===== config.mk =====
export PLATFORM = sky130hd
export DESIGN_NAME = fetch_controller
export DESIGN_NICKNAME = d
export VERILOG_FILES = /design/src/rtl/fetch_controller.sv
export SDC_FILE = /design/constraint.sdc
export NUM_CORES = 1
export LEC_CHECK = 0
export ABC_CLOCK_PERIOD_IN_PS = 2200
export CAP_MARGIN = 20
export CORE_UTILIZATION = 45
export CTS_CLUSTER_SIZE = 20
export DETAILED_ROUTE_END_ITERATION = 10
export PLACE_DENSITY_LB_ADDON = 0.25
export SETUP_SLACK_MARGIN = 0.1
export SLEW_MARGIN = 20
export SYNTH_ARGS = -nofsm -noshare
export SYNTH_HDL_FRONTEND = slang
export SYNTH_SLANG_ARGS = --single-unit

===== constraint.sdc =====
create_clock -name clk -period 2.2 [get_ports clk]
set_input_delay 0.33 -clock clk [delete_from_list [all_inputs] [get_ports clk]]
set_output_delay 0.33 -clock clk [all_outputs]
set_load 0.05 [all_outputs]

===== src/rtl/fetch_controller.sv =====
// Fetch-stage sequencer: drives PC enable/stall, runs the single-outstanding
// instruction-cache handshake, qualifies instructions to decode and handles redirect/halt/timeout.
module fetch_controller #(
    parameter int unsigned TIMEOUT_CYCLES = 64
) (
    input  logic        clk,
    input  logic        rst,
    input  logic        start,
    input  logic        halt,
    input  logic        redirect,
    input  logic        icache_req_ready,
    input  logic        icache_resp_valid,
    input  logic        decode_stall,
    output logic        fetch_enable_control,
    output logic        fetch_stall_control,
    output logic        icache_req_valid,
    output logic        instr_valid,
    output logic        fetch_error,
    output logic [31:0] instr_count
);

    localparam int unsigned TMO_W     = 8;
    localparam int unsigned COUNT_W   = 32;
    localparam logic [TMO_W-1:0] TMO_MAX  = TMO_W'(TIMEOUT_CYCLES);
    localparam logic [TMO_W-1:0] TMO_LAST = TMO_W'(TIMEOUT_CYCLES - 1);

    typedef enum logic [2:0] {
        S_IDLE,
        S_REQUEST,
        S_WAIT,
        S_HOLD,
        S_ERROR
    } state_t;

    state_t               r_state;
    state_t               w_state_nxt;
    logic                 r_drop_pending;
    logic                 w_drop_nxt;
    logic [TMO_W-1:0]     r_tmo_cnt;
    logic [TMO_W-1:0]     w_tmo_nxt;
    logic [TMO_W-1:0]     w_tmo_inc;
    logic                 w_tmo_hit;
    logic [COUNT_W-1:0]   r_instr_count;
    logic                 w_count_inc;
    logic                 w_req_issue;

    // Saturating age of the outstanding request; hit means this cycle is its last allowed one.
    assign w_tmo_inc = (r_tmo_cnt >= TMO_MAX) ? TMO_MAX : r_tmo_cnt + TMO_W'(1);
    assign w_tmo_hit = (r_tmo_cnt >= TMO_LAST);

    always_ff @(posedge clk or posedge rst) begin
        if (rst) begin
            r_state        <= S_IDLE;
            r_drop_pending <= 1'b0;
            r_tmo_cnt      <= '0;
            r_instr_count  <= '0;
        end else begin
            r_state        <= w_state_nxt;
            r_drop_pending <= w_drop_nxt;
            r_tmo_cnt      <= w_tmo_nxt;
            if (w_count_inc) begin
                r_instr_count <= r_instr_count + COUNT_W'(1);
            end
        end
    end

    always_comb begin
        w_state_nxt          = r_state;
        w_drop_nxt           = r_drop_pending;
        w_tmo_nxt            = r_tmo_cnt;
        w_count_inc          = 1'b0;
        w_req_issue          = 1'b0;
        fetch_enable_control = 1'b0;
        fetch_stall_control  = 1'b0;
        icache_req_valid     = 1'b0;
        instr_valid          = 1'b0;
        fetch_error          = 1'b0;

        // Outputs stay quiet while reset is held, whatever the inputs do.
        if (!rst) begin
            unique case (r_state)
                S_IDLE: begin
                    if (redirect) begin
                        fetch_enable_control = 1'b1;
                        w_state_nxt          = S_REQUEST;
                    end else if (start) begin
                        w_state_nxt = S_REQUEST;
                    end
                end

                S_REQUEST: begin
                    // A redirect withdraws the request so a same-cycle ready is not a handshake.
                    w_req_issue      = !r_drop_pending && !redirect;
                    icache_req_valid = w_req_issue;
                    if (r_drop_pending) begin
                        if (icache_resp_valid) begin
                            w_drop_nxt = 1'b0;
                        end else begin
                            w_tmo_nxt = w_tmo_inc;
                        end
                    end
                    if (redirect) begin
                        fetch_enable_control = 1'b1;
                    end else if (w_req_issue && icache_req_ready) begin
                        w_state_nxt = S_WAIT;
                        w_tmo_nxt   = '0;
                    end else if (halt) begin
                        w_state_nxt = S_IDLE;
                        w_drop_nxt  = 1'b0;
                    end else if (r_drop_pending && !icache_resp_valid && w_tmo_hit) begin
                        w_state_nxt = S_ERROR;
                    end
                end

                S_WAIT: begin
                    fetch_stall_control = 1'b1;
                    w_tmo_nxt           = w_tmo_inc;
                    if (redirect) begin
                        fetch_enable_control = 1'b1;
                        fetch_stall_control  = 1'b0;
                        w_state_nxt          = S_REQUEST;
                        if (!icache_resp_valid) begin
                            w_drop_nxt = 1'b1;
                        end
                    end else if (icache_resp_valid) begin
                        instr_valid = 1'b1;
                        if (!decode_stall) begin
                            fetch_enable_control = 1'b1;
                            fetch_stall_control  = 1'b0;
                            w_count_inc          = 1'b1;
                            w_state_nxt          = S_REQUEST;
                        end else begin
                            w_state_nxt = S_HOLD;
                        end
                    end else if (w_tmo_hit) begin
                        w_state_nxt = S_ERROR;
                    end
                end

                S_HOLD: begin
                    instr_valid         = 1'b1;
                    fetch_stall_control = 1'b1;
                    if (redirect) begin
                        fetch_enable_control = 1'b1;
                        fetch_stall_control  = 1'b0;
                        instr_valid          = 1'b0;
                        w_state_nxt          = S_REQUEST;
                    end else if (!decode_stall) begin
                        fetch_enable_control = 1'b1;
                        fetch_stall_control  = 1'b0;
                        w_count_inc          = 1'b1;
                        w_state_nxt          = S_REQUEST;
                    end
                end

                S_ERROR: begin
                    fetch_error = 1'b1;
                end

                default: begin
                    w_state_nxt = S_IDLE;
                end
            endcase
        end
    end

    assign instr_count = r_instr_count;

endmodule


======== After elaboration in Yosys (flattened, before gate mapping) ========
Index checks and enable logic that the tools add are counted.
operators by class
  order comparisons ....................... 2
  reduce and logical (&&, ||, !) cells .... 13
  bitwise operators ....................... 2
  mux-type cells .......................... 53
  $mul .................................... 0
  shifts and indexed selects .............. 0
  equality and inequality tests ........... 11
  div/mod/pow operators ................... 0
  $add $sub $neg .......................... 2
operators by type and width
  operator                 number
  $mux W8                  5
  $mux W3                  11
  $add A32 B1 Y32 const B  1
  $mux W1                  29
  $pmux W8 S2              1
  $pmux W3 S5              1
  $add A8 B1 Y8 const B    1
  $ge A8 B6 Y1 const B     1
  $ge A8 B7 Y1 const B     1
  $ne A4 B4 Y1 const B     2
  $pmux W1 S2              4
  $reduce_and A7 Y1        1
  $eq A3 B2 Y1 const B     2
  $ne A2 B2 Y1 const B     3
  $ne A3 B3 Y1 const B     2
  $logic_and A1 B1 Y1      4
  $reduce_and A4 Y1        1
  $eq A3 B1 Y1 const B     1
  $eq A3 B3 Y1 const B     1
  $logic_not A1 Y1         3
  $logic_not A3 Y1         1
  $pmux W1 S3              1
  $mux W2                  1
  $not A1 Y1               2
  other kinds (3)          3
word-level totals
  memory bits (writable) .................. 0
  bits in latches ......................... 0
  memories kept ........................... 0
  output and inout port bits .............. 37
  bits in registers ....................... 44
  word-level logic and storage cells ...... 87
  memory bits (read-only) ................. 0

======== Depth between registers and ports, before layout ========
Gate-level depths: netlist (run 1).
  depth in word-level cells ............... 8
  gate-level depth with buffers ........... 7
  gate-level depth less buffers ........... 6

======== Worst setup path before layout (run 1) ========
No wires, ideal clock.
  kind .................................... flip-flop to output port
  from .................................... register r_state[2]
  to ...................................... output port icache_req_valid
  buffers on the path ..................... 1
  setup slack ............................. -0.416 ns
  cell stages (with the launch flop) ...... 4
  arrival ................................. 2.286 ns
  data required time ...................... 1.870 ns
  path through ............................ dfrtp_1 or2_1 clkbuf_1 nor4_1
between the ends
  longest elaborated chain between the ends .. 3
ends and longest elaborated chain
  element                 line  source
  start, declared         35    state_t r_state;
  start signal, assigned  58    r_state <= w_state_nxt;
  $eq A3 B1 Y1            81    unique case (r_state)
  $mux W1                 81
  $mux W1                 80    if (!rst) begin
  end, declared           16    output logic icache_req_valid,
No other way between the ends.

======== Worst setup path in the final report (run 1) ========
Ends and elaborated chain as after synthesis.

==> metrics.md, run 1 <==
| Metric | Value |
|---|---|
| Status | `finished, final reports clean` |
| Overall routing resource usage | `slightly above 20%` |
| PwrDens | `between 700 and 800 nW/um2` |
| Register area share after synthesis | `between 40% and 50%` |
| ANT cells | `0` |
| GRT overflow | `0` |
| Worst hold path type | `in2async` |
| Slew Limit Fails | `0` |
| Largest family of logic cells by synthesized area | `simple AND/OR/NAND/NOR gates` |
| Cell area after layout | `about 3100 um2` |
| Share of layout cells above drive strength 1 | `between 10 and 15%` |
| Pleak | `between 1 and 1.5 nW` |
| Placed cells | `around 340` |
| Drt total wl | `about 4900 um` |
| Synth Area per Inst | `about 10 um2` |
| Post-synth EDFFs | `0` |
| Yosys warning total | `0` |
| Final setup fails | `0` |
| Post-route clock period utilization | `92.9%` |
| CTS tree | `yes` |
| Async SR Flop Fraction | `between 90% and 100%` |
| CTS Buffer Depth | `2` |
| Synth top area cells | `dfrtp_1 48%, xnor2_1 11%, nand3_1 3.9%` |
| CTS clk-pin slew, worst paths | `80 ps` |
| Fin cells | `350` |
| WL per Instance | `13.9 um` |
| Mux contribution to synthesized area | `under 10%` |
| Final Power | `2.19 mW` |
| Die Y | `~73 um` |
| GP Congestion | `~0.9` |
| Htree depth | `2` |
| Synth-to-Final Area Change | `35.0%` |
| Via count | `between 1500 and 2000` |
| DIE AREA | `about 5400 um2` |
| DP Area | `2990 um2` |
| Peak clock frequency supported by timing | `about 490 MHz` |
| Root Driver | `clkbuf_8` |
| Row cnt | `25` |
| Hold WS | `roughly 470 ps` |
| Hold_buf cts | `0` |
| Max rail drop VDD | `approximately 0.00057 V` |
| Clk_lat worst skew | `~290 ps` |
| CTS Sinks | `44` |
| First-pass GRT wire length | `8160 um` |
| Die X | `73.3 um` |
| Largest net degree at the start of global routing | `42` |
| CP Launch Type | `flop` |
| DP HPWL | `3500 um` |
| Antenna violations before repair | `0` |
| DRT Pass-1 Iters | `4` |
| Initial drt markers | `roughly 140` |
| Share of the synthesized area in the top cell type | `around 48%` |
| Skew final | `roughly 3.8 ps` |
| Crit path capture type | `primary output` |
| Req. time, crit path | `around 1900 ps` |
| IO Port Bufs | `44` |
| Core area | `between 4000 and 5000 um2` |
| Synth Area in XOR/XNOR | `roughly an eighth` |
| Ports | `45` |
| Unrepaired setup endpoints after global routing | `false` |
| Final count of hold timing violations | `0` |
| Fin util | `roughly 64%` |
| DRT antenna net count | `0` |
| Drt drc | `0` |
| Syn Std Cell Area | `about 2300 um2` |
| Main flop type after synthesis | `dfrtp_1` |
| Post-Synth Simple-Gate Area | `roughly 25%` |
| Compound-Gate Fraction of Synth Area | `9.40%` |
| WS Path Type | `reg2out` |
| Crit path time final | `2040 ps` |
| Distinct cell type count of the synthesized netlist | `between 40 and 50` |
| Nets | `a little under 300` |
| Worst-margin pin slew | `between 500 and 600 ps` |
| Total CTS buffers | `5` |
| Max-Cap Viols | `0` |
| Cells after Synth | `around 220` |
| Worst Path Arrival | `around 1700 ps` |
| Slew Limit Headroom | `a little under two thirds` |
| Yosys reg bits | `44` |
| Net Count, Synth | `~230` |
| Vias per cell | `approximately 5.4` |
| Initial cell density of the core | `a little under half` |
| Vias in the first global route | `around 1700` |
| Adder-Cell Fraction of Synth Area | `roughly 1.1%` |
| Synth area leader | `dfrtp_1` |
| CP Max Fanout | `9` |
[critical path, stage by stage (launching register included)]
cell	delay, ps
dfrtp_1	460
buf_4	200
or2_1	300
nor4_4	280
buf_12	180
[layout make-up]
type / count / area, um2
well taps: 67 / 83.8
inverters: 2 / 7.51
flip-flops and latches: 44 / 1100
multi-input cells: 166 / 1150
fillers: 409 / 1730
repair buffers: 64 / 668
clock inverters: 1 / 5.00
clock buffers: 6 / 72.6
[power breakdown]
group	total [mW]	switching [mW]	internal, mW
clock network	0.472	0.256	0.216
logic	0.716	0.384	0.332
registers	1.01	0.118	0.887
total	2.19	0.758	1.43
[registers in the layout, indices dropped and copies added (netlist names)]
register,flops
r_tmo_cnt,8
r_drop_pending,1
instr_count,32
r_state,3
[cells in the final DEF, fill, tap and decap left out, types with 3 or more instances in the layout]
| cell | instances |
|---|---|
| and3_1 | 7 |
| nor2_1 | 13 |
| clkdlybuf4s50_1 | 38 |
| o21ai_0 | 5 |
| nand3_1 | 18 |
| xnor2_1 | 28 |
| dfrtp_1 | 44 |
| a21oi_1 | 13 |
| nand2_1 | 16 |
| nor2b_1 | 5 |
| xor2_1 | 3 |
| and4_1 | 6 |
| nand4_1 | 9 |
| and2_1 | 3 |
| nand2b_1 | 4 |
| buf_4 | 18 |
| buf_12 | 7 |
| clkbuf_8 | 5 |
| nor3b_1 | 3 |
[path summary, 6_finish.rpt]
| kind | cells past startpoint | to | from | slack, ps |
|---|---|---|---|---|
| worst max-delay path | 4 | icache_req_valid | r_state[2]$_DFFE_PP0P_ | 160 |
| worst min-delay path | 3 | r_state[0]$_DFFE_PP0P_ | rst | 470 |
| worst max register to register | 8 | instr_count[31]$_DFFE_PP0P_ | r_state[2]$_DFFE_PP0P_ | 260 |
| worst min register to register | 1 | instr_count[31]$_DFFE_PP0P_ | instr_count[31]$_DFFE_PP0P_ | 480 |
| max in group asynchronous | 4 | instr_count[24]$_DFFE_PP0P_ | rst | 1270 |
| min in group clk | 1 | instr_count[31]$_DFFE_PP0P_ | instr_count[31]$_DFFE_PP0P_ | 480 |
[cells by family (layout without fill, tap and decap cells)]
| kind of cell | after synthesis | in the layout |
|---|---|---|
| xor+xnor | 31 | 31 |
| compound gates | 32 | 32 |
| buf+inv | 11 | 73 |
| fa+ha+maj | 2 | 2 |
| mux | 4 | 4 |
| flops | 44 | 44 |
| simple gates | 97 | 97 |
[synthesized netlist by cell type, types with 2 or more instances]
| cell type | n |
|---|---|
| xor2_1 | 3 |
| and2_1 | 3 |
| nand4_1 | 9 |
| clkbuf_1 | 3 |
| buf_2 | 4 |
| mux2_1 | 2 |
| nor2_1 | 13 |
| nor4_1 | 2 |
| dfrtp_1 | 44 |
| a21oi_2 | 2 |
| ha_1 | 2 |
| nand2_1 | 16 |
| o21ba_2 | 2 |
| and4_1 | 6 |
| o21ai_0 | 5 |
| nor2b_1 | 5 |
| and3_1 | 7 |
| nor3b_1 | 3 |
| nand3_1 | 18 |
| a21oi_1 | 13 |
| o22a_1 | 2 |
| inv_1 | 2 |
| nand2b_1 | 4 |
| nor3_1 | 2 |
| xnor2_1 | 28 |
[metrics by stage]
step / TNS [ps] / worst slack (ps)
final: 0 / 157
after global routing: 0 / 104
after CTS: 0 / 109
after detailed placement: -280 / -34.5
after global placement: -1.59 / -1.38
after floorplan: 0 / 147
[timing repair]
item / 4_1_cts / 5_1_grt
pin swaps: 1 / 0
setup endpoints to repair: 1 / 8
gates resized for setup: 0 / 2
buffers inserted: 2 / 0
[routing by layer]
metal | GRT usage [%] | wire, um | share of wire, % | up-vias
met4 | 6.20 | 59 | 1.2 | 0
li1 | - | - | - | 907
met1 | 28.3 | 2310 | 47 | 935
met2 | 29.8 | 2280 | 47 | 41
met5 | 0 | 0 | 0 | -
met3 | 6.04 | 229 | 4.7 | 6
Power figures use the tool's default switching activity.
==> run 2: changes to the inputs <==
--- a/config.mk
+++ b/config.mk
@@ -7,9 +7,10 @@
 export LEC_CHECK = 0
 export ABC_CLOCK_PERIOD_IN_PS = 2200
 export CAP_MARGIN = 20
-export CORE_UTILIZATION = 45
+export CORE_UTILIZATION = 40
 export CTS_CLUSTER_SIZE = 20
 export DETAILED_ROUTE_END_ITERATION = 10
+export GPL_ROUTABILITY_DRIVEN = 0
 export PLACE_DENSITY_LB_ADDON = 0.25
 export SETUP_SLACK_MARGIN = 0.1
 export SLEW_MARGIN = 20
==> run 2 against run 1 <==
Against the previous run: combinational power is essentially flat; wire length shrank 4.3%; via count shrank 3.4%; first-iteration DRC count shrank 23%; die area grew 12%; core utilization shrank 8.0 points; sequential share of layout area is essentially flat.
==> metrics.md, run 2 (synthesis results as in run 1) <==
| Metric | Value |
|---|---|
| CP Launch Type | `input pin` |
| Worst hold path type | `reg2reg` |
| Internal Power | `1.47 mW (+2.2%)` |
| Skew final | `5.56 ps (+1.73 ps)` |
| Layout fillers | `498 (+22%)` |
| Clk pwr share | `23.7% (+2.2 points)` |
| Clk_lat worst skew | `300 ps (about the same)` |
| Final count of hold timing violations | `0 (unchanged)` |
| IO Port Bufs | `44 (unchanged)` |
| CTS clk-pin slew, worst paths | `80 ps (about the same)` |
| Worst R2R Path Depth | `7 (-1)` |
| Final TNS setup | `0 ps (unchanged)` |
| DP HPWL | `3450 um (-1.5%)` |
| Die Y | `77.6 um (+5.9%)` |
| Pleak | `1.31 nW (-1.3%)` |
| Final worst slack | `177 ps (+19.7 ps)` |
| Worst-margin pin slew | `523 ps (-21.7 ps)` |
| Gate power share | `32.2% (-0.4 points)` |
| Htree depth | `2 (unchanged)` |
| Status | `finished, final reports clean` |
| Nets | `291 (-0.68%)` |
| WS Path Type | `in2out` |
| Met2 routed WL | `2120 um (-6.7%)` |
| CTS Sinks | `44 (unchanged)` |
| Initial drt markers | `109 (-23%)` |
| Initial cell density of the core | `41.6% (-5.9 points)` |
| Hold WS | `477 ps (+5.29 ps)` |
| WL met3 | `157 um (-31%)` |
| DRT Pass-1 Iters | `7 (+3)` |
| DRT antenna net count | `0 (unchanged)` |
| Placed cells | `345 (+1.2%)` |
| Fin util | `56.1% (-8.0 points)` |
| Via count | `1824 (-3.4%)` |
| Pre-CTS setup slack | `-81.7 ps (-47.2 ps)` |
| Overall routing resource usage | `17.3% (-2.8 points)` |
| Core area | `5510 um2 (+14%)` |
| Vias per cell | `5.15 (-4.5%)` |
| Largest net degree at the start of global routing | `45 (+7.1%)` |
| Fin cells | `354 (+1.1%)` |
| Peak clock frequency supported by timing | `494 MHz (+0.97%)` |
| Die X | `77.6 um (+5.9%)` |
| Share of layout cells above drive strength 1 | `15.6% (+0.76 points)` |
| PwrDens | `722 nW/um2 (+1.7%)` |
| CTS tree | `yes` |
| Max-Cap Viols | `0 (unchanged)` |
| Cell area after layout | `3090 um2 (about the same)` |
| Max reg flops | `32 (unchanged)` |
| CTS Buffer Depth | `2 (unchanged)` |
| Root Driver | `clkbuf_8` |
| Worst Path Arrival | `1690 ps (-20 ps)` |
| Drt drc | `0 (unchanged)` |
| Reg power frac | `44.0% (-1.8 points)` |
| Unrepaired setup endpoints after global routing | `false` |
| WL per Instance | `13.2 um (-5.3%)` |
| Commonest non-fill, non-tap cell in the layout | `dfrtp_1` |
| CP Max Fanout | `6 (-3)` |
| Drt total wl | `4670 um (-4.3%)` |
| First-pass GRT wire length | `8240 um (+0.93%)` |
| GRT overflow | `0 (unchanged)` |
| Switching portion of total power | `34.3% (-0.28 points)` |
| DP Area | `2980 um2 (about the same)` |
| Final Power | `2.23 mW (+1.7%)` |
| Synth-to-Final Area Change | `35.1% (about the same)` |
| Sw Pwr | `765 uW (+0.93%)` |
| Total CTS buffers | `5 (unchanged)` |
| Slew Limit Headroom | `65.1% (+1.4 points)` |
| Slew Limit Fails | `0 (unchanged)` |
| Final setup fails | `0 (unchanged)` |
| Post-route clock period utilization | `92.0% (-0.90 points)` |
| Ports | `45 (unchanged)` |
| ANT cells | `0 (unchanged)` |
| Hold_buf cts | `0 (unchanged)` |
| Antenna violations before repair | `0 (unchanged)` |
| Row cnt | `27 (+8.0%)` |
| DIE AREA | `6030 um2 (+12%)` |
| Hold-critical path depth | `1` |
| Max rail drop VDD | `0.000528 V (-7.7%)` |
| Top Metal Used | `met4` |
| Crit path capture type | `primary output` |
| Crit path time final | `2020 ps (-19.7 ps)` |
| Commonest cells after routing, fill and taps aside | `43 x dfrtp_1, 39 x clkdlybuf4s50_1, 28 x xnor2_1` |
| Vias in the first global route | `1745 (+1.5%)` |
| Req. time, crit path | `1870 ps (about the same)` |
| Met1 wire length | `2340 um (+1.0%)` |
run 2: changes by cell type in the layout (fill, tap and decap cells not counted), sizes merged:
cell,change
clkdlybuf4s50,+1
buf,-2
clkbuf,+1
clkinv,-1
clkinvlp,+1
dlymetal6s2s,-1
run 2: worst paths after layout:
path / slack [ps] / start / endpoint
min: 480 / instr_count[31]$_DFFE_PP0P_ / instr_count[31]$_DFFE_PP0P_
max in group asynchronous: 1330 / rst / r_tmo_cnt[2]$_DFFE_PP0P_
min in group asynchronous: 660 / rst / instr_count[2]$_DFFE_PP0P_
min reg2reg: 480 / instr_count[31]$_DFFE_PP0P_ / instr_count[31]$_DFFE_PP0P_
max reg2reg: 340 / r_state[2]$_DFFE_PP0P_ / instr_count[14]$_DFFE_PP0P_
max: 180 / rst / icache_req_valid
run 2: power by group through the flow:
stage / Clock, mW / Combinational [mW] / Sequential, mW
6_report: 0.530 / 0.719 / 0.982
3_5_place_dp: 0 / 0.710 / 0.996
5_1_grt: 0.586 / 0.783 / 0.998
4_1_cts: 0.549 / 0.716 / 0.979
2_1_floorplan: 0 / 0.457 / 1.01
3_3_place_gp: 0 / 0.713 / 0.992
run 2: critical path, cell delays in order:
cell and delay (ps):
clkdlybuf4s50_1 490, or2_1 330, nor4_2 350, buf_12 190
run 2: cell type report:
type / instances / area (um2) / area share (%)
Clock inverter: 1 / 7.51 / 0.243
Clock buffer: 7 / 86.3 / 2.79
Inverter: 2 / 7.51 / 0.243
Sequential cell: 44 / 1100 / 35.7
Timing Repair Buffer: 62 / 651 / 21.0
Multi-Input combinational cell: 166 / 1150 / 37.1
Tap cell: 72 / 90.1 / 2.91
run 2: timing repair:
action | in CTS | in global routing
resized for setup | 0 | 3
endpoints found under the setup margin | 2 | 2
setup buffers | 1 | 0
pin swaps | 1 | 0
run 2: layer usage:
| metal | vias to the layer above | track usage (%) |
|---|---|---|
| met5 | - | 0 |
| met4 | 0 | 5.09 |
| met3 | 4 | 3.18 |
| met2 | 37 | 26.0 |
| met1 | 874 | 25.2 |
| li1 | 909 | - |
==> run 3: changes to the inputs <==
--- a/config.mk
+++ b/config.mk
@@ -8,6 +8,7 @@
 export ABC_CLOCK_PERIOD_IN_PS = 2200
 export CAP_MARGIN = 20
 export CORE_UTILIZATION = 40
+export CTS_CLUSTER_DIAMETER = 80
 export CTS_CLUSTER_SIZE = 20
 export DETAILED_ROUTE_END_ITERATION = 10
 export GPL_ROUTABILITY_DRIVEN = 0
==> results of run 3 <==
Same layout as run 2: the final DEF is identical, and so are final timing and power.
